## src/rtl/z3_slave_ctrl.sv

```systemverilog
// Zorro III slave cycle controller: region decode, strobe synchronisation, DTACK/BERR generation.
// Latency: 2 CLK strobe synchronisation, START one edge after sync; DATA->END after region_wait+1 CLK.
// Backpressure: wait states and region_ack stall DATA; TIMEOUT DATA cycles without ack end in ERR (berr).
//
// Ports: CLK/RESET (sync, active-high); FCS_n, DS_n, MTCR_n async bus strobes; A, READ, DOE, FC bus
// qualifiers; region_* per-region decode/timing config; sel one-hot region, addr latched A[27:0],
// dtack/berr/busy cycle status, xfer_count data phases completed in the current cycle.
module z3_slave_ctrl #(
    parameter int NREG    = 4,
    parameter int WAIT_W  = 4,
    parameter int TIMEOUT = 255
) (
    input  logic                     CLK,
    input  logic                     RESET,
    input  logic                     FCS_n,
    input  logic [3:0]               DS_n,
    input  logic                     MTCR_n,
    input  logic [31:0]              A,
    input  logic                     READ,
    input  logic                     DOE,
    input  logic [2:0]               FC,
    input  logic [NREG*8-1:0]        region_base,
    input  logic [NREG*8-1:0]        region_mask,
    input  logic [NREG-1:0]          region_en,
    input  logic [NREG*WAIT_W-1:0]   region_wait,
    input  logic [NREG-1:0]          region_ack,
    output logic [NREG-1:0]          sel,
    output logic [27:0]              addr,
    output logic                     dtack,
    output logic                     berr,
    output logic                     busy,
    output logic [7:0]               xfer_count
);

    typedef enum logic [2:0] {
        ST_IDLE  = 3'd0,
        ST_START = 3'd1,
        ST_DATA  = 3'd2,
        ST_END   = 3'd3,
        ST_MTGAP = 3'd4,
        ST_ERR   = 3'd5
    } state_t;

    localparam logic [15:0] TO_LAST = 16'(TIMEOUT - 1);

    state_t              state;
    state_t              state_nxt;

    // Two-flop synchronisers; idle bus level is 1 so every stage resets to 1.
    logic                fcs_s1, fcs_s2;
    logic [3:0]          ds_s1, ds_s2;
    logic                mtcr_s1, mtcr_s2;

    logic [NREG-1:0]     hit;
    logic [NREG-1:0]     hit_oh;
    logic                hit_any;
    logic                validspace;
    logic [WAIT_W-1:0]   wait_sel;
    logic                ack_sel;
    logic [WAIT_W-1:0]   wait_cnt;
    logic [15:0]         to_cnt;
    logic                ds_any_low;
    logic                ds_all_high;
    logic                data_entry;

    // FC[2] distinguishes user/supervisor and plays no part in decoding.
    logic                unused_fc2;
    assign unused_fc2 = FC[2];

    always_ff @(posedge CLK) begin
        if (RESET) begin
            fcs_s1  <= 1'b1;
            fcs_s2  <= 1'b1;
            ds_s1   <= 4'hF;
            ds_s2   <= 4'hF;
            mtcr_s1 <= 1'b1;
            mtcr_s2 <= 1'b1;
        end else begin
            fcs_s1  <= FCS_n;
            fcs_s2  <= fcs_s1;
            ds_s1   <= DS_n;
            ds_s2   <= ds_s1;
            mtcr_s1 <= MTCR_n;
            mtcr_s2 <= mtcr_s1;
        end
    end

    assign ds_any_low  = ~&ds_s2;
    assign ds_all_high = &ds_s2;
    assign validspace  = FC[1] ^ FC[0];

    // Region compare on the live address; lowest index wins when several match.
    always_comb begin
        hit     = '0;
        hit_oh  = '0;
        hit_any = 1'b0;
        for (int i = 0; i < NREG; i++) begin
            hit[i] = region_en[i] &&
                     ((A[31:24] & region_mask[i*8 +: 8]) == (region_base[i*8 +: 8] & region_mask[i*8 +: 8]));
        end
        for (int i = 0; i < NREG; i++) begin
            if (hit[i] && !hit_any) begin
                hit_oh[i] = 1'b1;
                hit_any   = 1'b1;
            end
        end
    end

    // sel is one-hot, so OR-ing the selected slices is a mux.
    always_comb begin
        wait_sel = '0;
        ack_sel  = 1'b0;
        for (int i = 0; i < NREG; i++) begin
            if (sel[i]) begin
                wait_sel = wait_sel | region_wait[i*WAIT_W +: WAIT_W];
                ack_sel  = ack_sel | region_ack[i];
            end
        end
    end

    always_comb begin
        state_nxt = state;
        case (state)
            ST_IDLE:  if (!fcs_s2 && hit_any && validspace) state_nxt = ST_START;
            ST_START: if (READ || (ds_any_low && DOE))      state_nxt = ST_DATA;
            ST_DATA: begin
                // Ack beats timeout when both happen on the same edge.
                if (wait_cnt == '0 && ack_sel)  state_nxt = ST_END;
                else if (to_cnt == TO_LAST)     state_nxt = ST_ERR;
            end
            ST_END:   if (!mtcr_s2 && ds_all_high)      state_nxt = ST_MTGAP;
            ST_MTGAP: if (ds_any_low)                    state_nxt = ST_DATA;
            ST_ERR:   state_nxt = ST_ERR;
            default:  state_nxt = ST_IDLE;
        endcase
        // Releasing FCS_n aborts whatever is in progress.
        if (state != ST_IDLE && fcs_s2) state_nxt = ST_IDLE;
    end

    assign data_entry = (state_nxt == ST_DATA) && (state != ST_DATA);

    always_ff @(posedge CLK) begin
        if (RESET) begin
            state      <= ST_IDLE;
            sel        <= '0;
            wait_cnt   <= '0;
            to_cnt     <= '0;
            xfer_count <= '0;
        end else begin
            state <= state_nxt;

            if (state == ST_IDLE && state_nxt == ST_START) sel <= hit_oh;
            else if (state_nxt == ST_IDLE)                 sel <= '0;

            if (data_entry) begin
                wait_cnt <= wait_sel;
                to_cnt   <= '0;
            end else if (state == ST_DATA) begin
                if (wait_cnt != '0) wait_cnt <= wait_cnt - 1'b1;
                to_cnt <= to_cnt + 16'd1;
            end

            if (state == ST_IDLE && state_nxt == ST_START)
                xfer_count <= '0;
            else if (state == ST_DATA && state_nxt == ST_END && xfer_count != 8'hFF)
                xfer_count <= xfer_count + 8'd1;
        end
    end

    // Address phase: track A until FCS_n is seen low, then hold; multi-transfer
    // gaps refresh only the low byte for the next beat.
    always_ff @(posedge CLK) begin
        if (RESET)                  addr      <= '0;
        else if (fcs_s1)            addr      <= A[27:0];
        else if (state == ST_MTGAP) addr[7:0] <= A[7:0];
    end

    assign dtack = (state == ST_END);
    assign berr  = (state == ST_ERR);
    assign busy  = (state != ST_IDLE);

endmodule
```

## config.mk

```make
export PLATFORM = sky130hd
export DESIGN_NAME = z3_slave_ctrl
export DESIGN_NICKNAME = d
export VERILOG_FILES = /design/src/rtl/z3_slave_ctrl.sv
export SDC_FILE = /design/constraint.sdc
export NUM_CORES = 1
export LEC_CHECK = 0
export ABC_CLOCK_PERIOD_IN_PS = 3600
export BUFFER_PORTS_ARGS = -buffer_cell sky130_fd_sc_hd__buf_4
export CAP_MARGIN = 5
export CORE_MARGIN = 3
export CORE_UTILIZATION = 40
export CTS_CLUSTER_SIZE = 8
export DETAILED_ROUTE_END_ITERATION = 8
export MAX_ROUTING_LAYER = met4
export PLACE_DENSITY = 0.68
export SLEW_MARGIN = 20
export SYNTH_ARGS = -nofsm -noshare
export SYNTH_HDL_FRONTEND = slang
export SYNTH_SLANG_ARGS = --single-unit
```

## constraint.sdc

```tcl
create_clock -name CLK -period 3.6 [get_ports CLK]
set_clock_uncertainty 0.2 [all_clocks]
set_input_delay 0.72 -clock CLK [delete_from_list [all_inputs] [get_ports CLK]]
set_output_delay 0.72 -clock CLK [all_outputs]
set_load 0.02 [all_outputs]
```

==> results of run 1 <==
==> registers in the layout, summed over array words and instances, names as in the netlist <==
register and flops:
wait_cnt 4, xfer_count 8, state 3, mtcr_s2 1, addr 28, ds_s2 4
fcs_s1 1, fcs_s2 1, sel 4, mtcr_s1 1, to_cnt 16, ds_s1 4
==> cell type report <==
type,count,area (µm²)
inverter,5,18.8
multi-input combinational,307,2160
clock inverter,5,36.3
clock buffer,11,141
sequential,75,1500
timing repair buffer,175,1310
tap,108,135
fill,818,3620
==> metal layers <==
| layer | track usage | vias to the layer above |
|---|---|---|
| met1 | 0.231 | 1603 |
| met3 | 0.0449 | 8 |
| met5 | - | - |
| met4 | 0.0468 | 0 |
| met2 | 0.340 | 97 |
| li1 | - | 1785 |
==> worst register-to-register path: cells and delay by family (launching register included) <==
| family | cells | cell delay (ps) |
|---|---|---|
| AOI/OAI and AO/OA | 4 | 1040 |
| adders and majority gates | 1 | 160 |
| buffers and inverters | 1 | 80 |
| DFF | 1 | 340 |
| and+or+nand+nor | 2 | 630 |
==> power groups by stage <==
stage,combinational (W),clock (W),sequential [W]
floorplan,0.000109,0,0.000912
global placement,0.000294,0,0.000888
detailed placement,0.000300,0,0.000889
CTS,0.000301,0.000601,0.000870
global route,0.000323,0.000634,0.000874
finish,0.000297,0.000582,0.000870
==> layout by cell type, fill, tap and decap left out, types with 3 or more instances in the layout <==
master,instances
clkbuf_8,10
dfxtp_1,75
nand4_1,7
and4_1,3
nand3_1,11
nand2_1,23
or2_2,12
nor3_1,8
inv_1,4
a22o_1,6
a222oi_1,3
o211ai_1,3
nand2b_1,3
xor2_1,47
and3_1,4
ha_1,5
o21ai_2,3
or3_1,4
o21ai_0,4
a211oi_1,6
buf_4,175
mux2i_1,30
a21oi_1,8
xnor2_1,6
a22oi_1,10
nor2_1,56
a221oi_1,4
nor4_1,4
==> logic make-up (layout without fill, tap and decap cells) <==
group | after synthesis | count (layout) | share of synthesized area
adder cells (fa/ha/maj) | 5 | 5 | 0.0166
buffers and inverters | 25 | 196 | 0.0295
flip-flops | 75 | 75 | 0.397
XOR/XNOR | 53 | 53 | 0.123
AND/OR/NAND/NOR | 149 | 149 | 0.203
AO/OA/AOI/OAI | 70 | 70 | 0.151
multiplexers | 30 | 30 | 0.0795
==> synthesized netlist by cell type, types with 2 or more instances <==
master	count	share of area
a22oi_1	10	0.020
nor3b_1	2	0.0040
mux2i_1	30	0.079
inv_1	4	0.0040
nor4_1	4	0.0066
and4_1	3	0.0070
o211ai_1	3	0.0060
a21o_1	2	0.0040
clkbuf_1	8	0.0079
and3_1	4	0.0066
xnor2_1	6	0.014
nor3_1	8	0.011
buf_2	8	0.011
a211oi_2	2	0.0066
a211oi_1	6	0.012
buf_1	2	0.0020
a222oi_1	3	0.0079
nor2_1	56	0.056
xor2_1	47	0.11
a221oi_1	4	0.0093
o31ai_1	2	0.0040
o21ai_0	4	0.0053
nand2_1	23	0.023
nand4_1	7	0.012
a21oi_1	8	0.011
nand3_1	11	0.015
o21ai_2	3	0.0070
and4_4	2	0.0060
a22o_1	6	0.014
or2_2	12	0.020
buf_4	2	0.0040
nand2b_1	3	0.0050
a32o_1	2	0.0053
dfxtp_1	75	0.40
ha_1	5	0.017
nor2b_1	2	0.0033
or3_1	4	0.0066
==> stage by stage <==
stage / power (W) / util / std cells / cell area (µm²)
2_1_floorplan: 0.00102 / - / 407 / 3780
3_3_place_gp: 0.00118 / 0.575 / 670 / 5130
3_5_place_dp: 0.00119 / 0.575 / 670 / 5130
4_1_cts: 0.00177 / 0.595 / 686 / 5310
5_1_grt: 0.00183 / 0.595 / 686 / 5310
6_report: 0.00175 / 0.595 / 686 / 5310
==> worst max path at each step <==
stage,from,endpoint,slack (ps),depth (start not counted)
after floorplan,A[24],state[0]$_SDFF_PP0_,1070,8
after global placement,A[24],state[0]$_SDFF_PP0_,780,7
after detailed placement,A[24],state[0]$_SDFF_PP0_,790,7
after CTS,wait_cnt[0]$_SDFFE_PP0P_,xfer_count[4]$_SDFFE_PP0P_,1060,8
after global routing,wait_cnt[0]$_SDFFE_PP0P_,xfer_count[4]$_SDFFE_PP0P_,780,8
final,wait_cnt[0]$_SDFFE_PP0P_,xfer_count[4]$_SDFFE_PP0P_,1070,8
==> impl_metrics.tcl, run 1 <==
set metrics [dict create \
    yosysSeqAreaShare 0.397 \
    synth_area_um2 3780 \
    drtIter0Drc 110 \
    power.share.sequential 0.497 \
    syn-num-nets 545 \
    hold_buffers 0 \
    clock_latency_ps 330 \
    clk_transition_reported_paths_ps 70 \
    drtAntennaViolNets 0 \
    synth_cell_types 61 \
    cts_setup_buffers 0 \
    critPathSlowestCell "or3_1" \
    sw_frac_of_total 0.258 \
    viasPerCell 5.09 \
    arrival_ps 2590 \
    p_int_w 0.00130 \
    synth_edf_count 0 \
    p_switching_w 0.000451 \
    cts_inserted_buffers 9 \
    crit_path_start_kind "register" \
    cp_top_family "compound AO/OA/AOI/OAI gates" \
    hpwl_um 8080 \
    rows 34 \
    slew_violations 0 \
    pin_count 176 \
    rr_endpoint "xfer_count[4]$_SDFFE_PP0P_" \
    dominantRegCellSynth "dfxtp_1" \
    routed_wl_um 10200 \
    min_path_type "reg -> reg" \
    min_path_cells 1 \
    comb_power_share 0.170 \
    root_buffer "clkbuf_8" \
    timing.critical_path.required_ps 3650 \
    min_period_ps 2530 \
    maxSlewHeadroom 0.603 \
    reg2reg_from "wait_cnt[0]$_SDFFE_PP0P_" \
    fmax_mhz 395 \
    hold_violations 0 \
    avgRoutedWirePerCell_um 14.9 \
    antenna_found_initial 0 \
    p_leak_nw 2.46 \
    tns_ps 0 \
    cts_sinks 75 \
    route.met2.wl_um 5120 \
    met1_length_um 4430 \
    remaining_drc_errors 0 \
    overflow 0 \
    worst-setup-path-type "reg -> reg" \
    die_area_um2 10600 \
    routed-wl-met3_um 578 \
    place_congestion 0.817 \
    portBuffers 174 \
    cts.path.max_buffers 2 \
    min_from "ds_s1[0]$_SDFF_PP1_" \
    drive_above_1_share 0.377 \
    ys_ff_latch 75 \
    vdd_drop_max_mv 0.244 \
    reg2reg_depth 8 \
    ys_async_sr_fraction 0 \
    crit_path_end_kind "register" \
    top_layer "met4" \
    finalSetupViolCount 0 \
    dp_slack_ps 791 \
    layout.nets 711 \
    vias 3493 \
    die_h_um 103 \
    path_buf_inv 1 \
    track_usage 0.196 \
    synth_area_per_cell_um2 9.28 \
    powerDensity_nw_per_um2 329 \
    crit_chain "inv_1 > ha_1 > nor3b_1 > o21ai_0 > a21oi_1 > o211ai_1 > or3_1 > a211oi_2" \
    fin_hold_ws_ps 211 \
    design.core.area_um2 8930 \
    htreeDepth 3 \
    syn_inst 407 \
    rrSetupSlack_ps 1070 \
    area_delta_synth_final_pct 40.6 \
    die_w_um 103 \
    grt_pass1_wl_um 16000 \
    status "complete, no violations" \
    worst_slew_pin_slew_ps 596 \
    grt_max_degree 60 \
    min_period_over_period 0.704 \
    fin_ws_ps 1070 \
    worst-path-max-fanout 4 \
    slowest_delay_ps 390 \
    antenna_cells 0 \
    rsz0062_at_grt "no" \
    yosys_warnings 0 \
    grt_pass1_vias 3437 \
    start_util 0.423 \
    drv_cap 0 \
    worstHoldEndpoint "ds_s2[0]$_SDFF_PP1_" \
    power_frac_clock 0.333 \
    cts_tree "done" \
    ctsResizeCount 0 \
    first_pass_iters 4 \
]
(Power assumes the default switching activity.)
==> run 2, diff against run 1 <==
--- a/config.mk
+++ b/config.mk
@@ -5,7 +5,8 @@
 export SDC_FILE = /design/constraint.sdc
 export NUM_CORES = 1
 export LEC_CHECK = 0
-export ABC_CLOCK_PERIOD_IN_PS = 3600
+export ABC_AREA = 1
+export ABC_CLOCK_PERIOD_IN_PS = 2100
 export BUFFER_PORTS_ARGS = -buffer_cell sky130_fd_sc_hd__buf_4
 export CAP_MARGIN = 5
 export CORE_MARGIN = 3
@@ -13,7 +14,7 @@
 export CTS_CLUSTER_SIZE = 8
 export DETAILED_ROUTE_END_ITERATION = 8
 export MAX_ROUTING_LAYER = met4
-export PLACE_DENSITY = 0.68
+export PLACE_DENSITY = 0.7
 export SLEW_MARGIN = 20
 export SYNTH_ARGS = -nofsm -noshare
 export SYNTH_HDL_FRONTEND = slang
==> constraint.sdc (replaced) <==
create_clock -name CLK -period 2.1 [get_ports CLK]
set_clock_uncertainty 0.2 [all_clocks]
set_input_delay 0.42 -clock CLK [delete_from_list [all_inputs] [get_ports CLK]]
set_output_delay 0.42 -clock CLK [all_outputs]
set_load 0.02 [all_outputs]
==> run 2 against run 1 <==
  * Design area up 14%
  * Worst setup slack worse by 1100 ps
  * Maximum frequency up 20%
  * The run now ends with setup timing left
  * Largest power group unchanged
  * Critical path depth unchanged
  * Wire length up 25%
  * Power up 78%
  * Global-route usage up 2.7 points
  * Worst hold slack worse by 170 ps
==> impl_metrics.tcl, run 2 <==
set metrics [dict create \
    rows 36 \
    vias 4556 \
    first_pass_iters 4 \
    regMostFlops "addr" \
    vdd_drop_max_mv 0.381 \
    design.core.area_um2 9820 \
    dominantRegCellSynth "dfxtp_1" \
    arrival_ps 2150 \
    synth_edf_count 0 \
    drtAntennaViolNets 0 \
    status "finished with violations" \
    min_period_over_period 1.01 \
    place_congestion 0.894 \
    worst_slew_pin_slew_ps 541 \
    htreeDepth 3 \
    pin_count 176 \
    rsz0062_at_grt "yes" \
    finalSetupViolCount 2 \
    failed_checks "setup timing" \
    clk_transition_reported_paths_ps 90 \
    yosys.cell_count.top_type "nand2_1" \
    synth_area_per_cell_um2 6.68 \
    crit_path_end_kind "register" \
    place_area_um2 5700 \
    fillers 932 \
    overflow 0 \
    area_delta_synth_final_pct 49.7 \
    layout_commonest_cell "buf_4" \
    hpwl_um 10200 \
    ys_ff_latch 75 \
    yosysSeqAreaShare 0.371 \
    tns_ps -24.2 \
    largest_reg_flops 28 \
    routed_wl_um 12800 \
    stdcell_area_um2 6060 \
    root_buffer "clkbuf_8" \
    synth.area.top_cells "dfxtp_1 (37%), nand2_1 (12%), nor2_1 (9.9%)" \
    crit_path_start_kind "register" \
    reg2reg_depth 8 \
    drv_cap 0 \
    worst-setup-path-type "reg -> reg" \
    syn_inst 606 \
    largestRegisters "addr: 28 flops, to_cnt: 16 flops, xfer_count: 8 flops" \
    start_util 0.412 \
    yosys_warnings 0 \
    min_path_cells 2 \
    min_path_type "in -> reg" \
    fmax_mhz 473 \
    grt_pass1_wl_um 20000 \
    remaining_drc_errors 0 \
    antenna_found_initial 0 \
    netlist.area_leader.share 0.371 \
    viasPerCell 4.77 \
    syn-num-nets 744 \
    clock_latency_ps 350 \
    fin_hold_ws_ps 44.6 \
    maxSlewHeadroom 0.637 \
    grt_pass1_vias 4533 \
    die_area_um2 11400 \
    final_cell_mix "buf_4 (211), nand2_1 (127), nor2_1 (103)" \
    powerDensity_nw_per_um2 513 \
    drive_above_1_share 0.368 \
    hold_buffers 0 \
    slew_violations 0 \
    hold_violations 0 \
    cts_inserted_buffers 9 \
    die_w_um 107 \
    synth_area_um2 4050 \
    grt_max_degree 29 \
    synth_common_cells "nand2_1 (131), nor2_1 (107), dfxtp_1 (75)" \
    cts_sinks 75 \
    drtIter0Drc 163 \
    antenna_cells 0 \
    cts.path.max_buffers 2 \
    fin_ws_ps -14.9 \
    layout.nets 956 \
    portBuffers 174 \
    p_leak_nw 2.95 \
    min_period_ps 2110 \
    ys_async_sr_fraction 0 \
    timing.critical_path.required_ps 2140 \
    track_usage 0.223 \
    cts_tree "done" \
    die_h_um 107 \
    synth_cell_types 38 \
    synth_top_area_cell "dfxtp_1" \
    worst-path-max-fanout 4 \
    avgRoutedWirePerCell_um 13.4 \
]
run 2: cell types whose count changed in the layout (fill, tap and decap cells not counted), sizes merged, moves of 9 or more:
cell,previous run,this run
o21ai,8,47
inv,7,83
xor2,47,10
a21oi,9,21
nor2,56,113
nand3,11,55
a22oi,10,0
a211oi,9,0
buf,175,211
nand2,23,141
mux2i,30,0
run 2: worst paths after layout:
| kind | to | slack (ps) | from |
|---|---|---|---|
| hold reg to reg | ds_s2[3]$_SDFF_PP1_ | 220 | ds_s1[3]$_SDFF_PP1_ |
| hold / removal | fcs_s1$_SDFF_PP1_ | 40 | FCS_n |
| setup reg to reg | to_cnt[15]$_SDFFE_PP0P_ | -10 | state[1]$_SDFF_PP0_ |
| setup / recovery | to_cnt[15]$_SDFFE_PP0P_ | -10 | state[1]$_SDFF_PP0_ |
run 2: final cells by class:
| cell class | instances | area [µm²] | area share |
|---|---|---|---|
| flip-flops and latches | 75 | 1520 | 0.250 |
| repair buffers | 211 | 1580 | 0.261 |
| inverters | 80 | 303 | 0.0499 |
| clock inverters | 7 | 58.8 | 0.00970 |
| clock buffers | 9 | 124 | 0.0204 |
| well taps | 133 | 166 | 0.0275 |
| multi-input cells | 441 | 2310 | 0.381 |
run 2: logic make-up (layout without fill, tap and decap cells):
group	count (synthesis)	count (layout)	synth area share
buffers and inverters	91	307	0.0884
adder cells (fa/ha/maj)	5	5	0.0155
XOR/XNOR	11	11	0.0238
AND/OR/NAND/NOR	351	352	0.406
flip-flops	75	75	0.371
AO/OA/AOI/OAI	73	73	0.0955
run 2: what timing repair did:
| action | CTS | global route |
|---|---|---|
| gates cloned | 0 | 1 |
| gates resized for setup | 4 | 38 |
| setup buffers | 0 | 6 |
| pin swaps | 0 | 20 |
| endpoints found under the setup margin | 8 | 31 |
run 2: power by group:
group          internal [W]  switching [W]  total [W]
Sequential          0.00147      0.0000248    0.00149
Clock              0.000450       0.000603    0.00105
Combinational      0.000296       0.000264   0.000560
run 2: worst max-delay path, cell delays in order, from the launching register on:
cell     delay, ps
dfxtp_4        380
inv_4           50
nor3_4         220
nand3_2        130
nor4_4         360
nand4_1        240
nor3_2         200
xnor2_1        180
nor2_2          40
run 2: through the flow:
step	setup slack [ps]	total power, W	cells	utilization
floorplan	71.3	0.00175	606	-
global placement	-121	0.00207	933	0.580
detailed placement	-241	0.00208	933	0.580
CTS	0.0493	0.00313	949	0.601
global route	-149	0.00324	956	0.617
finish	-14.9	0.00311	956	0.617
run 2: layer usage:
metal  global-route usage  vias up  routed length (µm)
li1                     -     2343                   -
met1                0.239     2071                5050
met2                0.406      129                6740
met3               0.0674       13                 859
met4               0.0502        0                 139
met5                    -        -                   0
==> run 3, diff against run 2 <==
--- a/config.mk
+++ b/config.mk
@@ -15,6 +15,7 @@
 export DETAILED_ROUTE_END_ITERATION = 8
 export MAX_ROUTING_LAYER = met4
 export PLACE_DENSITY = 0.7
+export SETUP_SLACK_MARGIN = 0.3
 export SLEW_MARGIN = 20
 export SYNTH_ARGS = -nofsm -noshare
 export SYNTH_HDL_FRONTEND = slang
==> run 3 against run 2 <==
  * The run still ends with setup timing left
  * Core utilization is 6.4 points higher
  * Via count is 5.4% higher
  * Global-route usage is 0.83 points higher
  * Wire length is 8.8% higher
  * Critical path type unchanged
  * Highest routed layer unchanged
==> impl_metrics.tcl, run 3 (synthesis gave the netlist of run 2 again) <==
set metrics [dict create \
    status "finished with violations" \
    failed_checks "setup timing" \
    hold_buffers 0 \
    fin_ws_ps -14.1 \
    worst-setup-path-type "reg -> reg" \
    min_period_over_period 1.01 \
    die_h_um 107 \
    cts_inserted_buffers 9 \
    vias 4803 \
    min_path_type "in -> reg" \
    cts.path.max_buffers 2 \
    largest_reg_flops 28 \
    rows 36 \
    routed_wl_um 13900 \
    rsz0062_at_grt "yes" \
    maxSlewHeadroom 0.647 \
    place_congestion 0.875 \
    final_cell_mix "buf_4 (233), nand2_1 (119), nor2_1 (86)" \
    min_from "DS_n[3]" \
    p_leak_nw 3.20 \
    drtIter0Drc 238 \
    reg2reg_from "state[1]$_SDFF_PP0_" \
    die_area_um2 11400 \
    finalSetupViolCount 1 \
    portBuffers 174 \
    track_usage 0.231 \
    die_w_um 107 \
    area_delta_synth_final_pct 65.4 \
    first_pass_iters 4 \
    cts_tree "done" \
    largestRegisters "addr: 28 flops, to_cnt: 16 flops, xfer_count: 8 flops" \
    fmax_mhz 473 \
    critPathLaunch "state[1]$_SDFF_PP0_" \
    worst-path-max-fanout 5 \
    regMostFlops "addr" \
    clk_transition_reported_paths_ps 90 \
    powerDensity_nw_per_um2 486 \
    min_period_ps 2110 \
    layout.nets 987 \
    grt_max_degree 29 \
    viasPerCell 4.87 \
    drive_above_1_share 0.461 \
    arrival_ps 2200 \
    final_util 0.682 \
    drv_cap 0 \
    clock_latency_ps 360 \
    grt_pass1_vias 4731 \
    antenna_found_initial 0 \
    design.core.area_um2 9820 \
    avgRoutedWirePerCell_um 14.1 \
    fin_hold_ws_ps 36.9 \
    hpwl_um 9560 \
    worst_slew_pin_slew_ps 529 \
    pin_count 176 \
    drtAntennaViolNets 0 \
    hold_violations 0 \
    slew_violations 0 \
    layout_commonest_cell "buf_4" \
    root_buffer "clkbuf_8" \
    start_util 0.412 \
    overflow 0 \
    crit_path_end_kind "register" \
    remaining_drc_errors 0 \
    htreeDepth 3 \
    antenna_cells 0 \
    dp_slack_ps -224 \
    vdd_drop_max_mv 0.393 \
    timing.critical_path.required_ps 2190 \
    crit_path_start_kind "register" \
    cts_sinks 75 \
    grt_pass1_wl_um 20800 \
]
==> run 3: cell types whose count changed in the layout (fill, tap and decap cells not counted), sizes merged <==
cell,before,now
clkinvlp,1,0
nand2,141,142
bufinv,0,1
buf,211,241
==> run 3: path summary, 6_finish.rpt <==
kind         slack, ps  cells after the start                      end
max                -10                     12  to_cnt[14]$_SDFFE_PP0P_
min                 40                      2      ds_s1[3]$_SDFF_PP1_
max reg2reg        -10                     12  to_cnt[14]$_SDFFE_PP0P_
min reg2reg        210                      1      ds_s2[0]$_SDFF_PP1_
==> run 3: area by class of cell <==
| class | count | area, µm² |
|---|---|---|
| timing repair buffer | 241 | 1860 |
| multi-input combinational | 442 | 2630 |
| sequential | 75 | 1530 |
| tap | 133 | 166 |
| clock inverter | 7 | 81.3 |
| clock buffer | 9 | 124 |
| fill | 813 | 3120 |
| inverter | 80 | 308 |
==> run 3: through the flow <==
step	instance area, µm²	power (W)	setup TNS, ps	instances
global route	6700	0.00339	-1540	987
finish	6700	0.00325	-14.1	987
CTS	6310	0.00327	0	966
floorplan	4100	0.00176	0	606
global placement	5760	0.00207	-2320	935
detailed placement	5760	0.00208	-4520	935
==> run 3: power by group <==
part           leakage [nW]  switching (W)  internal [W]  total, W
sequential            0.622      0.0000265       0.00147   0.00149
clock                 0.107       0.000606      0.000570   0.00118
combinational          2.47       0.000277      0.000308  0.000584
total                  3.20       0.000909       0.00234   0.00325
==> run 3: layer usage <==
metal	part of all wire	up-vias	routed length (µm)	track usage
li1	-	2406	-	-
met1	0.40	2209	5630	0.257
met2	0.52	146	7170	0.407
met3	0.047	42	648	0.0476
met4	0.033	0	456	0.0904
met5	0	-	0	-
==> run 3: critical path, stage by stage (launching register included) <==
cell     delay [ps]
dfxtp_4         380
inv_6            40
nor3_4          310
inv_2           120
nor2_4          150
nand2_2          80
inv_2            90
nand3_4          90
nor3_4          200
nand2_2         110
nor2_2          130
nor2_2           50
nor3_2          100
==> run 3: repair_timing <==
| action | CTS | global route |
|---|---|---|
| setup buffers | 13 | 21 |
| endpoints found under the setup margin | 36 | 37 |
| cloned | 2 | 0 |
| pin swaps | 23 | 31 |
| resized for setup | 59 | 62 |
